`src/rtl/systolic_seq_ctrl.sv`:
```
// Purpose: sequences one NxN systolic tile: clear, skewed K-walk feed, drain, capture/done.
// Latency: START in cycle t -> DONE/CAPTURE in cycle t+K+N+DRAIN_CYC+1 (K=0: t+1, DONE only).
// Backpressure: STALL freezes cnt, VLD and ADDR and drops TILE_EN; each stall cycle adds one cycle.
//
// Ports:
//   CLK, RSTN           clock (rising edge), async active-low reset
//   START, K_LEN        begin an operation of inner length K_LEN (accepted only in IDLE)
//   STALL, ABORT        operand buffer not ready / cancel current operation
//   BUSY, ACC_CLR       not idle / one-cycle accumulator clear
//   TILE_EN             tile enable, high in FEED/DRAIN when not stalled
//   ROW_VLD, COL_VLD    per-lane real-operand flags (0 = feeder injects zero)
//   ROW_ADDR, COL_ADDR  per-lane k index, lane i at [i*KW +: KW]
//   CAPTURE, DONE       one-cycle completion pulses (CAPTURE suppressed for K=0)
module systolic_seq_ctrl #(
    parameter int N         = 4,
    parameter int KW        = 8,
    parameter int DRAIN_CYC = 6
) (
    input  logic            CLK,
    input  logic            RSTN,
    input  logic            START,
    input  logic [KW-1:0]   K_LEN,
    input  logic            STALL,
    input  logic            ABORT,
    output logic            BUSY,
    output logic            ACC_CLR,
    output logic            TILE_EN,
    output logic [N-1:0]    ROW_VLD,
    output logic [N-1:0]    COL_VLD,
    output logic [N*KW-1:0] ROW_ADDR,
    output logic [N*KW-1:0] COL_ADDR,
    output logic            CAPTURE,
    output logic            DONE
);

    // One spare bit so K+N-2 (up to 2^KW+1 for N=4) never wraps.
    localparam int CW = KW + 1;
    localparam logic [CW-1:0] DRAIN_LAST = CW'(DRAIN_CYC - 1);

    typedef enum logic [2:0] {
        S_IDLE,
        S_LOAD,
        S_FEED,
        S_DRAIN,
        S_FIN
    } state_t;

    state_t          state, state_nxt;
    logic [CW-1:0]   cnt, cnt_nxt;
    logic [KW-1:0]   k_reg, k_nxt;
    logic [CW-1:0]   feed_last;
    logic            in_feed;
    logic            tile_en;

    // Last feed cycle: the operand for k=K-1 enters lane N-1.
    assign feed_last = {1'b0, k_reg} + CW'(N - 2);
    assign in_feed   = (state == S_FEED);
    assign tile_en   = ((state == S_FEED) || (state == S_DRAIN)) && !STALL;

    always_ff @(posedge CLK or negedge RSTN) begin
        if (!RSTN) begin
            state <= S_IDLE;
            cnt   <= '0;
            k_reg <= '0;
        end else begin
            state <= state_nxt;
            cnt   <= cnt_nxt;
            k_reg <= k_nxt;
        end
    end

    always_comb begin
        state_nxt = state;
        cnt_nxt   = cnt;
        k_nxt     = k_reg;
        case (state)
            S_IDLE: begin
                if (START && !ABORT) begin
                    k_nxt     = K_LEN;
                    cnt_nxt   = '0;
                    state_nxt = (K_LEN == '0) ? S_FIN : S_LOAD;
                end
            end
            S_LOAD: begin
                state_nxt = S_FEED;
                cnt_nxt   = '0;
            end
            S_FEED: begin
                if (tile_en) begin
                    if (cnt == feed_last) begin
                        state_nxt = S_DRAIN;
                        cnt_nxt   = '0;
                    end else begin
                        cnt_nxt = cnt + 1'b1;
                    end
                end
            end
            S_DRAIN: begin
                if (tile_en) begin
                    if (cnt == DRAIN_LAST) begin
                        state_nxt = S_FIN;
                        cnt_nxt   = '0;
                    end else begin
                        cnt_nxt = cnt + 1'b1;
                    end
                end
            end
            S_FIN: begin
                state_nxt = S_IDLE;
            end
            default: begin
                state_nxt = S_IDLE;
                cnt_nxt   = '0;
            end
        endcase
        // ABORT wins over everything, including STALL.
        if (ABORT && (state != S_IDLE)) begin
            state_nxt = S_IDLE;
            cnt_nxt   = '0;
        end
    end

    assign BUSY    = (state != S_IDLE);
    assign ACC_CLR = (state == S_LOAD);
    assign TILE_EN = tile_en;
    assign DONE    = (state == S_FIN);
    // A K=0 no-op reaches FIN with k_reg=0: report done but capture nothing.
    assign CAPTURE = (state == S_FIN) && (k_reg != '0);

    // Skew decode: lane i sees operand k=cnt-i while i <= cnt < i+K.
    for (genvar i = 0; i < N; i++) begin : g_lane
        logic [CW-1:0] lo;
        logic [CW-1:0] hi;
        logic [CW-1:0] diff;
        assign lo   = CW'(i);
        assign hi   = {1'b0, k_reg} + CW'(i);
        assign diff = cnt - lo;
        assign ROW_VLD[i]           = in_feed && (cnt >= lo) && (cnt < hi);
        assign ROW_ADDR[i*KW +: KW] = in_feed ? diff[KW-1:0] : '0;
    end

    // Square tile: column lanes follow the same skew as the rows.
    assign COL_VLD  = ROW_VLD;
    assign COL_ADDR = ROW_ADDR;

endmodule
```
`config.mk`:
```
export PLATFORM = sky130hd
export DESIGN_NAME = systolic_seq_ctrl
export DESIGN_NICKNAME = d
export VERILOG_FILES = /design/src/rtl/systolic_seq_ctrl.sv
export SDC_FILE = /design/constraint.sdc
export NUM_CORES = 1
export LEC_CHECK = 0
export ABC_CLOCK_PERIOD_IN_PS = 3300
export BUFFER_PORTS_ARGS = -buffer_cell sky130_fd_sc_hd__buf_2
export CORE_UTILIZATION = 53
export CTS_CLUSTER_SIZE = 10
export DETAILED_ROUTE_END_ITERATION = 7
export PLACE_DENSITY = 0.82
export REMOVE_ABC_BUFFERS = 1
export SLEW_MARGIN = 0
export SYNTH_ARGS = -nofsm -noshare
export SYNTH_HDL_FRONTEND = slang
export SYNTH_SLANG_ARGS = --single-unit
```
`constraint.sdc`:
```
create_clock -name CLK -period 3.3 [get_ports CLK]
set_input_delay 0.33 -clock CLK [delete_from_list [all_inputs] [get_ports CLK]]
set_output_delay 0.33 -clock CLK [all_outputs]
set_load 0.02 [all_outputs]
```
# --- Word level (Yosys, flattened, before mapping) ---
# Cells that the tools add are included.
word_totals:
  regBits: 20
  inputBits: 13
  out_inout_bits: 77
op_classes:
  add_sub_neg: 7
  n_lt_le_gt_ge: 8
  n_eq_ne: 12
  muxes: 19
  reduce_logical: 22
ops:
  columns: ["op", "n"]
  rows:
  - ["9-bit two-way mux", 6]
  - ["9-bit one-hot mux with 4 select lines", 1]
  - ["8-bit two-way mux", 4]
  - ["9-bit less-than comparator", 3]
  - ["3-bit two-way mux", 7]
  - ["8-bit by 2-bit adder with 9-bit output (second input constant)", 2]
  - ["9-bit by 1-bit >= comparator with 1-bit output (second input constant)", 2]
  - ["9-bit by 2-bit >= comparator with 1-bit output (second input constant)", 2]
  - ["8-bit by 2-bit subtractor with 8-bit output (second input constant)", 2]
  - ["1-bit logical AND", 12]
  - ["3-bit one-hot mux with 4 select lines", 1]
  - ["8-bit by 1-bit adder with 9-bit output (second input constant)", 1]
  - ["9-bit by 1-bit adder with 9-bit output (second input constant)", 1]
  - ["9-bit by 3-bit equality test with 1-bit output (second input constant)", 1]
  - ["9-bit equality test", 1]
  - ["9-bit by 8-bit less-than comparator with 1-bit output", 1]
  - ["8-bit logical NOT", 1]
  - ["8-bit nonzero test", 1]
  - ["8-bit by 1-bit subtractor with 8-bit output (second input constant)", 1]
  - ["3-bit by 2-bit equality test with 1-bit output (second input constant)", 2]
  - ["3-bit by 1-bit != test with 1-bit output (second input constant)", 2]
  - ["3-bit by 2-bit != test with 1-bit output (second input constant)", 2]
  - ["5-bit AND reduction", 1]
  - ["4-bit AND reduction", 1]
  - ["9 further kinds", 10]

# --- Logic depth before layout (Yosys ltp) ---
# Gate-level depths: netlist (run 1).
logic_depth:
  ltp_word: 6
  ltp_mapped: 12
  ltp_nobuf: 11

# --- Least setup slack after synthesis (run 1) ---
# No wires, ideal clock.
synth_timing:
  kind: "register -> output"
  start: "reg k_reg[5]"
  end: "out ROW_VLD[1]"
  t_arrival_ns: 2.903
  required_time_ns: 2.970
  slack_ns: 0.067
  path_stages_with_launch: 12
  n_path_buf: 2
  cell_sequence: "dfrtp_1 -> clkbuf_1 -> inv_1 -> nor4_1 -> nand3_1 -> xnor2_1 -> ha_1 -> nor2b_1 -> o21ai_0 -> nand2_1 -> nor4_1 -> buf_4"
synth_via:
  elab_chain_cells: 3
synth_rtl:
  columns: ["element", "line", "source"]
  rows:
  - ["start, declared", "50", "logic [KW-1:0] k_reg, k_nxt;"]
  - ["start signal, assigned", "68", "k_reg <= k_nxt;"]
  - ["8-bit by 1-bit adder with 9-bit output", "136", "assign hi = {1'b0, k_reg} + CW'(i);"]
  - ["9-bit less-than comparator", "138", "assign ROW_VLD[i] = in_feed && (cnt >= lo) && (cnt < hi);"]
  - ["1-bit logical AND", "138", null]
  - ["end, declared", "28", "output logic [N-1:0] ROW_VLD,"]
# No other way between the ends.

# --- Final worst setup path (run 1) ---
layout_timing:
  start: "reg k_reg[4]"
  end: "out COL_VLD[3]"
layout_via:
  elab_chain_cells: 3
layout_rtl:
  columns: ["element", "line", "source"]
  rows:
  - ["8-bit by 2-bit adder with 9-bit output", "136", null]
  - ["9-bit less-than comparator", "138", null]
  - ["1-bit logical AND", "138", null]
  - ["end, declared", "29", "output logic [N-1:0] COL_VLD,"]
# No other way between the ends.

==> results.cfg, run 1 <==
[run_status]
status = finished clean

[timing]
hold_viol = 0
max_freq_ghz = 0.321
relSlewSlack = 0.435
finalSetupViolCount = 0
rsz0062_at_grt = false
tightest_slew_ns = 0.848
fin_crit_ns = 3.11
fin_crit_sh = 0.943
finalMaxSlewViolations = 0
finalClockSkew_ns = 0.00405

[grt]
grt_max_degree = 31
antenna_found_initial = 0
gr-usage-all-layers = 0.255
grt_pass1_wl_mm = 12.3
gr-total-overflow = 0
grt_pass1_vias = 2628

[critical_path]
worstPathRequired_ns = 2.97
endpoint_kind = output port
critPathLaunchType = register
cp_max_fo = 5
path_class = reg2out
crit_arrival_ns = 2.78

[cts]
clockRootBuffer = clkbuf_8
cts_buffers = 3
cts_tree = yes
cts_htree_levels = 1
clk_latency_ns = 0.26
numClockSinks = 20
cts_buffer_depth = 2
clk_pin_slew_worst_paths_ns = 0.07

[placement]
routabilityCongestion = 0.926
io_buffers = 89
hpwl_mm = 5.77
post_dp_cell_area_um2 = 3180
place_inst = 483

[job]
cap_violations = 0

[floorplan]
die_y_um = 76.8
ios = 90
row_count = 26
die_area_um2 = 5890
core_area_um2 = 5240
die_w_um = 76.8
initial_core_util = 0.565

[synthesis]
synthCells = 373
yosysTopAreaCell = ha_1
synth-edff-count = 0
syn_area_um2 = 2960
synth_seq_cells = 20
ys_types = 53
syn_avg_cell_area_um2 = 7.94
ys_top_cells_by_area = ha_1 19%, dfrtp_1 17%, buf_4 9.9%, xnor2_1 8.3%, nor2_1 5.4%
yosysWarnings = 0
synthArstFlopShare = 1.00
synth_top_area_frac = 0.194
ys.flop_type = dfrtp_1
yosysSeqAreaShare = 0.169

[finish]
area_growth_pct = 11.5
diodes = 0
multi_input_area_um2 = 2080
largest_reg_flops = 9
utilization = 0.630
stdcell_count = 488
filler_cell_count = 470
design_area_um2 = 3300
layout.nets = 478
drive_gt1_frac = 0.292
register_area_um2 = 502

[power_and_ir_drop]
powerDensity_nw_per_um2 = 911
power_leakage_nw = 1.72
peakVddDrop_mv = 0.584

[drt]
drt-initial-drc-count = 144
dr.pass1.iters = 4
num_vias = 2741
avgViaCountPerCell = 5.62
wl_per_cell_um = 14.8
drc_errors = 0
drt-met1-wl_mm = 3.26
wl_met3_um = 401
dr.max_layer_used = met4
ant_nets = 0
drt-total-wl_mm = 7.22
route.met2.wl_mm = 3.46

[hold_path]
worst_hold_path_type = in2async
Yosys cell counts (3+ instances only):
| library cell | n |
|---|---|
| a211o_1 | 3 |
| a21oi_1 | 17 |
| and2_1 | 3 |
| buf_2 | 3 |
| buf_4 | 39 |
| clkbuf_1 | 10 |
| dfrtp_1 | 20 |
| ha_1 | 46 |
| inv_1 | 17 |
| mux2_2 | 8 |
| nand2_1 | 21 |
| nand2b_1 | 4 |
| nand3_1 | 13 |
| nand4_1 | 5 |
| nor2_1 | 43 |
| nor2b_1 | 6 |
| nor3_1 | 12 |
| nor4_1 | 7 |
| o21a_1 | 5 |
| o21ai_0 | 16 |
| o22ai_1 | 3 |
| or3_1 | 3 |
| xnor2_1 | 28 |
| xor2_1 | 4 |
metrics by stage:
step	TNS, ns	hold WS (ns)	total power, mW	setup slack, ns
6_report	0	0.00289	3.01	0.187
5_1_grt	0	0.0265	3.28	0.0187
4_1_cts	-0.0107	0.0166	2.97	-0.00561
3_5_place_dp	0	0.298	2.72	0.0998
3_3_place_gp	0	0.296	2.67	0.295
2_1_floorplan	-0.0384	0.0344	2.02	-0.0192
routing by layer:
metal,GRT usage,vias up
met4,0.0712,0
met1,0.329,1291
met5,0,-
li1,-,1350
met3,0.0190,10
met2,0.452,90
layout by cell type, fill, tap and decap left out, drive strengths merged, types with 3 or more instances in the layout:
cell type and count:
and2 3, dfrtp 20, nor2b 6, or4 3, mux2 9, or3 3
nand2b 4, buf 95, xor2 4, nand3 13, a21oi 17, o21ai 16
ha 46, a211o 3, nor3 12, nand2 21, nand4 5, clkbuf 3
o22ai 3, nor4 8, inv 17, o21a 5, xnor2 28, nor2 45
final timing paths:
kind / startpoint / endpoint / slack, ns / cells past startpoint
worst max-delay path: k_reg[4] / COL_VLD[3] / 0.19 / 12
worst min-delay path: RSTN / cnt[3] / 0.003 / 1
worst max register to register: k_reg[5] / cnt[6] / 0.33 / 10
worst min register to register: k_reg[4] / k_reg[4] / 0.60 / 1
max in group asynchronous: RSTN / k_reg[4] / 2.96 / 1
min in group CLK: K_LEN[2] / k_reg[2] / 0.32 / 2
critical path: stages (launching register included):
cell and delay (ns):
dfrtp_2 0.41, clkinv_1 0.13, buf_4 0.19, nor2_4 0.15, nand3_1 0.09, nor2_1 0.12, xnor2_1 0.17, ha_1 0.30
a211o_1 0.29, o2111ai_1 0.19, a21oi_1 0.07, a211oi_2 0.20, buf_2 0.21
timing repair:
item / 4_1_cts / 5_1_grt
pin swaps: 0 / 0
endpoints found under the setup margin: 2 / 14
hold buffers: 0 / 0
gates resized for setup: 1 / 9
buffers inserted: 0 / 1
logic make-up after synthesis:
| kind of cell | Yosys count | share of synthesized area |
|---|---|---|
| compound gates | 63 | 0.143 |
| mux | 10 | 0.0376 |
| fa+ha+maj | 46 | 0.194 |
| buf+inv | 73 | 0.144 |
| simple gates | 129 | 0.218 |
| flops | 20 | 0.169 |
| xor+xnor | 32 | 0.0946 |
power breakdown:
part           internal (mW)  switching, mW
sequential             0.319          0.164
combinational          0.870           1.41
clock                  0.162         0.0791
total                   1.35           1.66
cell type report:
| type | instances | share of cell area |
|---|---|---|
| Inverter | 19 | 0.0227 |
| Clock buffer | 3 | 0.0125 |
| Sequential cell | 20 | 0.152 |
| Multi-Input combinational cell | 280 | 0.629 |
| Tap cell | 70 | 0.0265 |
| Clock inverter | 1 | 0.00909 |
| Timing Repair Buffer | 95 | 0.149 |
Note: power is estimated with default switching activity, not from simulation.
==> inputs of run 2 (changes only) <==
--- a/config.mk
+++ b/config.mk
@@ -5,12 +5,12 @@
 export SDC_FILE = /design/constraint.sdc
 export NUM_CORES = 1
 export LEC_CHECK = 0
-export ABC_CLOCK_PERIOD_IN_PS = 3300
+export ABC_CLOCK_PERIOD_IN_PS = 2700
 export BUFFER_PORTS_ARGS = -buffer_cell sky130_fd_sc_hd__buf_2
-export CORE_UTILIZATION = 53
+export CORE_UTILIZATION = 48
 export CTS_CLUSTER_SIZE = 10
 export DETAILED_ROUTE_END_ITERATION = 7
-export PLACE_DENSITY = 0.82
+export PLACE_DENSITY = 0.78
 export REMOVE_ABC_BUFFERS = 1
 export SLEW_MARGIN = 0
 export SYNTH_ARGS = -nofsm -noshare
==> constraint.sdc (replaced) <==
create_clock -name CLK -period 2.7 [get_ports CLK]
set_input_delay 0.27 -clock CLK [delete_from_list [all_inputs] [get_ports CLK]]
set_output_delay 0.27 -clock CLK [all_outputs]
set_load 0.02 [all_outputs]
==> results.cfg, run 2 (synthesis gave the netlist of run 1 again) <==
[run_status]
status = complete, but fails checks
violations = negative setup slack

[floorplan]
row_count = 28
ios = 90
die_w_um = 80.6
initial_core_util = 0.500
core_area_um2 = 5920
die_y_um = 80.6
die_area_um2 = 6490

[hold_path]
min_path_cells = 2
worst_hold_path_type = in2reg
holdPathEnd = k_reg[1]
holdCritStartpoint = K_LEN[1]

[critical_path]
crit_arrival_ns = 2.44
cp_max_fo = 5
critPathLaunchType = register
worstPathRequired_ns = 2.43
slowest_stage = dfrtp_2
reg2reg_depth = 9
endpoint_kind = output port
rr_startpoint = k_reg[1]
r2r-end = cnt[6]
path_cells = inv_2, ha_4, nor2_2, xnor2_2, ha_1, a211o_1, o2111ai_2, a21oi_2, a211oi_2, buf_4
cp_slowest_stage_delay_ns = 0.43
path_class = reg2out
rrSetupSlack_ns = 0.08

[finish]
final_common_cell = buf_2
register_area_um2 = 503
filler_cell_count = 523
layout_common_cells = 83 x buf_2, 41 x buf_4, 40 x nor2_1
layout.nets = 511
largest_reg_flops = 9
area_growth_pct = 26.1
multi_input_area_um2 = 2240
diodes = 0
drive_gt1_frac = 0.404

[timing]
fin_crit_sh = 1.00
hold_viol = 0
finalMaxSlewViolations = 0
setup_ws_ns = -0.00909
tightest_slew_ns = 0.544
finalSetupViolCount = 4
relSlewSlack = 0.637
max_freq_ghz = 0.369
rsz0062_at_grt = true
finalClockSkew_ns = 0.00341
fin_crit_ns = 2.71
tns_ns = -0.0352

[power_and_ir_drop]
power_leakage_nw = 1.91
p_switching_mw = 2.22
internal_power_mw = 1.92
sw_frac_of_total = 0.537
powerDensity_nw_per_um2 = 1110
clkPwrFrac = 0.055
peakVddDrop_mv = 0.864
p_comb_frac = 0.814
seq_power_share = 0.131

[drt]
dr.pass1.iters = 5
wl_per_cell_um = 15.6
num_vias = 2973
ant_nets = 0
drt-total-wl_mm = 8.21
drc_errors = 0
drt-initial-drc-count = 162
avgViaCountPerCell = 5.65

[placement]
routabilityCongestion = 0.894
hpwl_mm = 6.19
preCtsSetupSlack_ns = -0.106
io_buffers = 89

[cts]
clk_pin_slew_worst_paths_ns = 0.07
clk_latency_ns = 0.26
cts_buffer_depth = 2
clockRootBuffer = clkbuf_8
cts_tree = yes
cts_htree_levels = 1
cts_buffers = 3
numClockSinks = 20

[grt]
grt_pass1_wl_mm = 12.4
gr-total-overflow = 0
gr-usage-all-layers = 0.248
grt_max_degree = 28
grt_pass1_vias = 2666
antenna_found_initial = 0

[job]
cap_violations = 0
-- run 2: cell types whose count changed in the layout (fill, tap and decap cells not counted), sizes merged --
cell | before | now
buf | 95 | 127
bufinv | 1 | 0
clkbuf | 3 | 4
clkinv | 1 | 0
clkinvlp | 1 | 0
dlygate4sd3 | 0 | 1
inv | 17 | 19
-- run 2: power by group through the flow --
stage	Sequential (mW)	Clock [mW]	Combinational, mW
floorplan	0.546	0	1.93
global placement	0.509	0	2.90
detailed placement	0.515	0	2.96
CTS	0.518	0.231	3.10
global route	0.551	0.250	3.64
finish	0.540	0.228	3.37
-- run 2: layer usage --
layer / vias to the layer above / global-route usage / share of wire
met5: - / 0 / 0
met4: 0 / 0.0839 / 0.017
met3: 18 / 0.0193 / 0.055
met2: 129 / 0.423 / 0.49
met1: 1404 / 0.328 / 0.44
li1: 1422 / - / -
-- run 2: worst max path at each step --
stage / from / endpoint / slack, ns / depth (start not counted)
after floorplan: k_reg[5] / COL_VLD[1] / -0.56 / 9
after global placement: k_reg[1] / COL_VLD[3] / 0.06 / 10
after detailed placement: k_reg[4] / cnt[6] / -0.11 / 11
after CTS: k_reg[1] / ROW_VLD[3] / -0.01 / 10
after global routing: k_reg[3] / ROW_VLD[1] / -0.12 / 12
final: k_reg[1] / ROW_VLD[3] / -0.009 / 10
-- run 2: timing repair --
action,in CTS,in global routing
hold buffers,1,0
hold endpoints to repair,20,0
setup endpoints to repair,7,14
pin swaps,2,5
resized for setup,30,28
cloned,0,0
setup buffers,1,9
-- run 2: metrics by stage --
| step | cell area (um^2) | std cells | hold slack, ns | util | power, mW |
|---|---|---|---|---|---|
| after floorplan | 2610 | 319 | -0.0256 | - | 2.47 |
| after global placement | 3360 | 511 | 0.239 | 0.567 | 3.41 |
| after detailed placement | 3360 | 511 | 0.238 | 0.567 | 3.47 |
| after CTS | 3560 | 517 | 0.255 | 0.601 | 3.85 |
| after global routing | 3730 | 526 | 0.254 | 0.631 | 4.44 |
| final | 3730 | 526 | 0.257 | 0.631 | 4.14 |
-- run 2: critical path: cells and delay by family (launching register included) --
kind,cells,cell delay (ns)
compound gates,4,0.73
xor+xnor,1,0.13
fa+ha+maj,2,0.46
buf+inv,2,0.27
flops,1,0.43
simple gates,1,0.14
-- run 2: final cells by class --
cell class,count,area share
clock buffer,4,0.0147
multi-input combinational,280,0.600
sequential,20,0.135
timing repair buffer,128,0.205
tap,75,0.0251
inverter,19,0.0204
